File: src/rtl/pa_fpu.sv
// Shared FPU type definitions used by the FPU and its front-end arbiter.
package pa_fpu;

  typedef enum logic [2:0] {
    op_add,
    op_sub,
    op_mul,
    op_div,
    op_sqrt,
    op_cmp,
    op_i2f,
    op_f2i
  } e_fpu_op;

endpackage

File: src/rtl/fpu_arbiter.sv
// Round-robin front end that shares one FPU between NUM_REQ requesters,
// drives the start/cmd_end handshake and aborts hung operations via a watchdog.
module fpu_arbiter #(
  parameter int unsigned NUM_REQ        = 4,
  parameter int unsigned TIMEOUT_CYCLES = 1024,
  parameter logic [31:0] NAN_VALUE      = 32'h7FC00000
) (
  input  logic                                      clk,
  input  logic                                      arst,
  input  logic [NUM_REQ-1:0]                        req,
  input  logic [32*NUM_REQ-1:0]                     req_a,
  input  logic [32*NUM_REQ-1:0]                     req_b,
  input  logic [$bits(pa_fpu::e_fpu_op)*NUM_REQ-1:0] req_op,
  output logic [NUM_REQ-1:0]                        gnt,
  output logic [NUM_REQ-1:0]                        rsp_valid,
  output logic [31:0]                               rsp_data,
  output logic                                      rsp_err,
  output logic                                      fpu_start,
  output logic [31:0]                               fpu_a_operand,
  output logic [31:0]                               fpu_b_operand,
  output pa_fpu::e_fpu_op                           fpu_operation,
  input  logic [31:0]                               fpu_result,
  input  logic                                      fpu_cmd_end,
  input  logic                                      fpu_busy,
  output logic                                      arb_busy
);

  localparam int unsigned OpW  = $bits(pa_fpu::e_fpu_op);
  localparam int unsigned IdxW = (NUM_REQ > 1) ? $clog2(NUM_REQ) : 1;
  localparam int unsigned WdW  = $clog2(TIMEOUT_CYCLES);

  typedef enum logic [1:0] {StIdle, StIssue, StWait, StResp} state_e;

  state_e               state;
  logic [IdxW-1:0]      last;
  logic [IdxW-1:0]      owner;
  logic [WdW-1:0]       wd;
  logic                 cmd_end_q;

  logic                 win_found;
  logic [IdxW-1:0]      win_idx;
  logic [IdxW-1:0]      cand;
  logic [31:0]          win_a;
  logic [31:0]          win_b;
  pa_fpu::e_fpu_op      win_op;

  // Scan last+1, last+2, ... so the most recent owner has lowest priority.
  always_comb begin
    win_found = 1'b0;
    win_idx   = '0;
    cand      = '0;
    for (int unsigned k = 1; k <= NUM_REQ; k++) begin
      cand = IdxW'((32'(last) + k) % NUM_REQ);
      if (!win_found && req[cand]) begin
        win_found = 1'b1;
        win_idx   = cand;
      end
    end
    win_a  = '0;
    win_b  = '0;
    win_op = pa_fpu::e_fpu_op'(0);
    for (int unsigned i = 0; i < NUM_REQ; i++) begin
      if (win_idx == IdxW'(i)) begin
        win_a  = req_a[32*i +: 32];
        win_b  = req_b[32*i +: 32];
        win_op = pa_fpu::e_fpu_op'(req_op[OpW*i +: OpW]);
      end
    end
  end

  always_ff @(posedge clk or negedge arst) begin
    if (!arst) begin
      state         <= StIdle;
      last          <= IdxW'(NUM_REQ - 1);
      owner         <= '0;
      wd            <= '0;
      cmd_end_q     <= 1'b0;
      gnt           <= '0;
      rsp_valid     <= '0;
      rsp_data      <= '0;
      rsp_err       <= 1'b0;
      fpu_start     <= 1'b0;
      fpu_a_operand <= '0;
      fpu_b_operand <= '0;
      fpu_operation <= pa_fpu::e_fpu_op'(0);
    end else begin
      gnt       <= '0;
      rsp_valid <= '0;
      cmd_end_q <= fpu_cmd_end;
      unique case (state)
        StIdle: begin
          if (win_found && !fpu_busy && !fpu_cmd_end) begin
            fpu_a_operand <= win_a;
            fpu_b_operand <= win_b;
            fpu_operation <= win_op;
            owner         <= win_idx;
            gnt[win_idx]  <= 1'b1;
            state         <= StIssue;
          end
        end
        StIssue: begin
          fpu_start <= 1'b1;
          wd        <= '0;
          state     <= StWait;
        end
        StWait: begin
          wd <= wd + 1'b1;
          // A completion in the same cycle as the timeout still delivers real data.
          if (fpu_cmd_end && !cmd_end_q) begin
            rsp_data  <= fpu_result;
            rsp_err   <= 1'b0;
            fpu_start <= 1'b0;
            state     <= StResp;
          end else if (wd == WdW'(TIMEOUT_CYCLES - 1)) begin
            rsp_data  <= NAN_VALUE;
            rsp_err   <= 1'b1;
            fpu_start <= 1'b0;
            state     <= StResp;
          end
        end
        StResp: begin
          rsp_valid[owner] <= 1'b1;
          last             <= owner;
          state            <= StIdle;
        end
        default: state <= StIdle;
      endcase
    end
  end

  assign arb_busy = (state != StIdle);

endmodule

File: config.mk
export PLATFORM = sky130hd
export DESIGN_NAME = fpu_arbiter
export DESIGN_NICKNAME = d
export VERILOG_FILES = /design/src/rtl/pa_fpu.sv /design/src/rtl/fpu_arbiter.sv
export SDC_FILE = /design/constraint.sdc
export NUM_CORES = 1
export LEC_CHECK = 0
export ABC_AREA = 0
export CAP_MARGIN = 20
export CORE_AREA = 2 2 162 164
export CTS_BUF_LIST = sky130_fd_sc_hd__clkbuf_2
export CTS_CLUSTER_SIZE = 16
export DETAILED_ROUTE_END_ITERATION = 6
export DIE_AREA = 0 0 164 166
export GPL_TIMING_DRIVEN = 0
export PLACE_DENSITY_LB_ADDON = 0.1
export SLEW_MARGIN = 5
export SYNTH_ARGS = -nofsm -noshare
export SYNTH_HDL_FRONTEND = slang
export SYNTH_SLANG_ARGS = --single-unit
export TNS_END_PERCENT = 20
File: constraint.sdc
create_clock -name clk -period 2.5 [get_ports clk]
set_input_delay 0.375 -clock clk [delete_from_list [all_inputs] [get_ports clk]]
set_output_delay 0.375 -clock clk [all_outputs]
set_load 0.005 [all_outputs]
# Yosys cells after proc, flatten, opt, wreduce, memory -nomap -nowiden
# Cells that the tools add are included.
dict set report word_totals {
  reg_bits 126
  wordCells 105
  inputBits 308
  out_inout_bits 110
}
dict set report op_classes {
  n_reduce_logical 23
  n_addsub 5
  n_eq_ne 9
  order_cmp 8
  mux 47
}
# op n
set ops {}
lappend ops {{$mux 32} 10}
lappend ops {{$pmux 10 s2} 1}
lappend ops {{$lt 2x3->1 const B} 6}
lappend ops {{$mux 1} 14}
lappend ops {{$mux 2} 7}
lappend ops {{$mux 3} 4}
lappend ops {{$mux 4} 3}
lappend ops {{$add 10x1->10 const B} 1}
lappend ops {{$eq 10x10->1 const B} 1}
lappend ops {{$bmux 1 s2} 4}
lappend ops {{$eq 2x2->1 const B} 4}
lappend ops {{$logic_and 1x1->1} 8}
lappend ops {{$pmux 2 s4} 1}
lappend ops {{$reduce_and 2->1} 4}
lappend ops {{$logic_not 1->1} 6}
lappend ops {{$reduce_bool 2->1} 3}
lappend ops {{$add 2x1->2 const B} 2}
lappend ops {{$add 2x2->2 const B} 2}
lappend ops {{$demux 1 s2} 2}
lappend ops {{$eq 2x1->1 const B} 2}
lappend ops {{$ge 2x1->1 const B} 2}
lappend ops {{$logic_not 2->1} 2}
lappend ops {{$ne 3x3->1 const B} 1}
lappend ops {{$ne 2x2->1 const B} 1}
lappend ops {{$pmux 1 s2} 1}

# Depth between registers and ports, before layout
dict set report depth {
  ltp_word 19
  mapped_depth 9
}

# Worst setup path before layout
# Ideal clock, no wire load.
dict set report synth_path {
  path_kind {reg2reg}
  start {register state[0]}
  end {register fpu_a_operand[14]}
  t_arrival_ns 1.830
  synth_period_minus_slack_ns 1.900
  setup_slack_ns 0.600
  path_buffers 2
  required_ns 2.431
  path_stages_with_launch 10
  path_cell_list {dfrtp_1 > inv_1 > ha_1 > nor3b_1 > and2_1 > buf_6 > buf_6 > nand3_1 > mux2_1 > nand3_1}
}
dict set report synth_via {
  elab_chain_len 2
}
# item line_no
set synth_lines {}
lappend synth_lines {{from (decl)} fpu_arbiter.sv:34} ;# state_e state;
lappend synth_lines {{from (signal assigned)} fpu_arbiter.sv:73} ;# state <= StIdle;
lappend synth_lines {{from (signal assigned)} fpu_arbiter.sv:98} ;# state <= StIssue;
lappend synth_lines {{from (signal assigned)} fpu_arbiter.sv:104} ;# state <= StWait;
lappend synth_lines {{$logic_not 2->1} fpu_arbiter.sv:90} ;# unique case (state)
lappend synth_lines {{$reduce_and 2->1 (no line)} --}
lappend synth_lines {{to (signal assigned)} fpu_arbiter.sv:93} ;# fpu_a_operand <= win_a;
lappend synth_lines {{to (decl)} fpu_arbiter.sv:19} ;# output logic [31:0] fpu_a_operand,
# Every way passes these cells.
# A chain may end at the register's enable or synchronous reset.

# Worst setup path after layout
dict set report layout_path {
  start {register last[1]}
  end {register fpu_a_operand[8]}
}
dict set report layout_via {
  elab_chain_len 18
  elab_cells_between_ends 37
}
# item line_no
set layout_lines {}
lappend layout_lines {{from (decl)} fpu_arbiter.sv:35} ;# logic [IdxW-1:0] last;
lappend layout_lines {{from (signal assigned)} fpu_arbiter.sv:74} ;# last <= IdxW'(NUM_REQ - 1);
lappend layout_lines {{from (signal assigned)} fpu_arbiter.sv:123} ;# last <= owner;
lappend layout_lines {{$add 2x1->2} fpu_arbiter.sv:53} ;# cand = IdxW'((32'(last) + k) % NUM_REQ);
lappend layout_lines {{$bmux 1 s2} fpu_arbiter.sv:54} ;# if (!win_found && req[cand]) begin
lappend layout_lines {{$mux 1 (implied by the code)} fpu_arbiter.sv:54}
lappend layout_lines {{$mux 1} fpu_arbiter.sv:54}
lappend layout_lines {{$logic_not 1->1} fpu_arbiter.sv:54}
lappend layout_lines {{$logic_and 1x1->1} fpu_arbiter.sv:54}
lappend layout_lines {{$mux 1} fpu_arbiter.sv:54}
lappend layout_lines {{$logic_not 1->1} fpu_arbiter.sv:54}
lappend layout_lines {{$logic_and 1x1->1} fpu_arbiter.sv:54}
lappend layout_lines {{$mux 1} fpu_arbiter.sv:54}
lappend layout_lines {{$logic_not 1->1} fpu_arbiter.sv:54}
lappend layout_lines {{$logic_and 1x1->1} fpu_arbiter.sv:54}
lappend layout_lines {{$mux 2} fpu_arbiter.sv:54}
lappend layout_lines {{$logic_not 2->1} fpu_arbiter.sv:63} ;# if (win_idx == IdxW'(i)) begin
lappend layout_lines {{$mux 32 (4 in series)} fpu_arbiter.sv:63}
# Several ways; a longest one is shown, not always the timed one. The select of a mux whose other input is x is not followed.

==> results.json <==
{
  "syn_area_per_cell_um2": 9.70,
  "cts.sinks": 126,
  "required_ns": 3.12,
  "regArea_um2": 3160,
  "skew_ns": 0.0423,
  "grt-ovfl-total": 0,
  "core_um2": 25600,
  "path_cells": "buf_2, a21oi_1, o211ai_1, buf_2, o221ai_1, o31ai_1",
  "worst_path_largest_cell_delay_ns": 0.56,
  "use_met1_pct": 26.4,
  "synthFlopType": "dfrtp_1",
  "worst_setup_path_end_kind": "flip-flop",
  "ys_seq_area_share_pct": 47.0,
  "crit_arrival_ns": 2.86,
  "nFillCells": 2549,
  "reg2regPathDepth": 6,
  "drt_wl_total_um": 31200,
  "nNetsFinal": 1443,
  "antenna_found_initial": 4,
  "grt_pass1_vias": 7485,
  "hold_ws_ns": 0.123,
  "dp_slack_ns": -0.260,
  "cts_tree": "yes",
  "met2_usage_pct": 38.1,
  "numPortBuffers": 417,
  "synth-edff-count": 0,
  "dr_total_vias": 7506,
  "ant_nets": 0,
  "netlist_top_cells_count": "dfrtp_1 (124), nand3_1 (99), nor3_1 (70)",
  "netSwitchingFraction_pct": 39.5,
  "rsz0062_at_grt": "false",
  "synth.top_cell.area_share_pct": 46.2,
  "ys_types": 54,
  "netlist_instances": 692,
  "cpMostUsedCell": "buf_2",
  "fin_crit_ns": 2.24,
  "crit_type": "flip-flop to flip-flop",
  "irDropWorstVdd_uv": 372,
  "clkSlewWorstSetupHoldPaths_ns": 0.25,
  "clkLatencyLatePin_ns": 0.74,
  "setup_tns_ns": 0,
  "cts_root_buf": "clkbuf_2",
  "die_area_um2": 27200,
  "max_slew_margin_pct": 56.0,
  "startpoint": "last[1]",
  "dp_hpwl_um": 24300,
  "start_kind": "flip-flop",
  "fin_ws_ns": 0.258,
  "async_flop_share_pct": 100,
  "yosys-top-cells-area": "dfrtp_1 (46%), nand3_1 (7.4%), nor3_1 (5.2%)",
  "cts-htree-levels": 4,
  "status": "completed",
  "ys_seq_elements": 126,
  "combPwrFrac_pct": 52.4,
  "die_y_um": 166,
  "instances_no_fill": 1482,
  "dr.pass1.iters": 6,
  "setup_viol": 0,
  "syn_to_final_growth_pct": 73.1,
  "drive_above_1_share_pct": 8.40,
  "grt_busiest_layer": "met2",
  "fmax_ghz": 0.446,
  "power_frac_seq_pct": 33.6,
  "maxCapViolCount": 0,
  "power.leakage_nw": 4.49,
  "place_congestion": 0.827,
  "cts_buffer_depth": 2,
  "rows": 59,
  "cts_setup_buffers": 0,
  "grt_use_total_pct": 22.1,
  "vias_per_cell": 5.06,
  "critical_path.max_fanout": 10,
  "drc": 0,
  "synthesis.area_um2": 6710,
  "start_util_pct": 26.2,
  "finalHoldViolCount": 0,
  "synth_top_cell_by_area": "dfrtp_1",
  "die_w_um": 164,
  "grt_max_degree": 77,
  "slew_viol_final": 0,
  "grt_pass1_wl_um": 45400,
  "place_inst": 1445,
  "drtIter0Drc": 393,
  "power_density_nw_per_um2": 873,
  "p_clk_share_pct": 14.0,
  "synth.net_count": 1005,
  "multi_input_area_um2": 3140,
  "yosys_warnings": 0,
  "grt_use_met3_pct": 6.72,
  "switching_power_mw": 4.01,
  "hp-class": "primary input to async pin",
  "internal_power_mw": 6.14,
  "cp_slowest_cell": "dfstp_2",
  "wl_per_cell_um": 21.0,
  "min_period_over_period_pct": 89.7,
  "synth.most_common_cell": "dfrtp_1",
  "cts_buffers": 17,
  "tightest_slew_ns": 0.659,
  "io_pins": 418,
  "reg2reg_from": "last[1]"
}
-- final cells by class --
cell class | instances | share of cell area (%)
multi-input cells | 489 | 27.0
repair buffers | 419 | 36.2
clock buffers | 17 | 0.732
inverters | 10 | 0.323
plain buffers | 67 | 3.41
diodes | 4 | 0.0861
clock inverters | 15 | 1.45
well taps | 335 | 3.61
flip-flops and latches | 126 | 27.2
-- state kept, by name (all words and copies together), names as in the netlist --
name / flops
rsp_data: 32
gnt: 4
rsp_valid: 4
owner: 2
fpu_start: 1
wd: 10
rsp_err: 1
fpu_b_operand: 32
fpu_operation: 3
state: 2
fpu_a_operand: 32
last: 2
cmd_end_q: 1
-- cells in the final DEF, fill, tap and decap left out, types with 21 or more instances in the layout --
cell type / n
nand2_1: 47
o221ai_1: 33
a221oi_1: 21
nor3_1: 70
a22o_1: 25
nand3_1: 99
dfrtp_1: 124
buf_2: 25
nor2_1: 36
a31oi_1: 21
clkbuf_1: 23
o31ai_1: 33
clkdlybuf4s50_1: 415
-- what timing repair did --
action,in CTS,in global routing
hold endpoints to repair,71,0
setup endpoints to repair,14,9
gates resized for setup,2,3
hold buffers,1,0
-- metrics by stage --
stage / util (%) / power [mW] / area [um^2]
after floorplan: - / 5.71 / 6710
after global placement: 44.1 / 8.82 / 11300
after detailed placement: 44.2 / 8.85 / 11300
after CTS: 45.3 / 10.3 / 11600
after global routing: 45.4 / 10.9 / 11600
final: 45.4 / 10.1 / 11600
-- power groups by stage --
| stage | clock (mW) | sequential [mW] | combinational, mW |
|---|---|---|---|
| 2_1_floorplan | 0 | 3.44 | 2.27 |
| 3_3_place_gp | 0 | 3.43 | 5.39 |
| 3_5_place_dp | 0 | 3.45 | 5.39 |
| 4_1_cts | 1.48 | 3.42 | 5.41 |
| 5_1_grt | 1.56 | 3.52 | 5.80 |
| 6_report | 1.42 | 3.41 | 5.32 |
-- kinds of logic after synthesis --
group                      share of synthesized area (%)
AOI/OAI and AO/OA                                   22.8
xor gates and xnor gates                           0.261
adders and majority gates                          0.932
buffers and inverters                               6.45
DFF                                                 47.0
muxes                                               2.48
and+or+nand+nor                                     20.1
-- path summary, 6_finish.rpt --
| path | slack [ns] | endpoint |
|---|---|---|
| setup / recovery | 0.26 | fpu_a_operand[8] |
| hold / removal | 0.12 | fpu_a_operand[2] |
| setup reg to reg | 0.26 | fpu_a_operand[8] |
| hold reg to reg | 0.51 | fpu_a_operand[31] |
| max in group asynchronous | 1.56 | rsp_data[24] |
| min in group clk | 0.15 | fpu_b_operand[16] |
-- worst max-delay path: cells and delay by family (launching register included) --
kind                   cells  cell delay [ns]
DFF                        1             0.56
buffers and inverters      2             0.55
AOI/OAI and AO/OA          4             1.05
-- metal layers --
metal,part of all wire (%),wire length (um)
met2,50,15500
met3,7.8,2450
met4,2.3,712
met1,40,12600
met5,0,0
(Power assumes the default switching activity.)
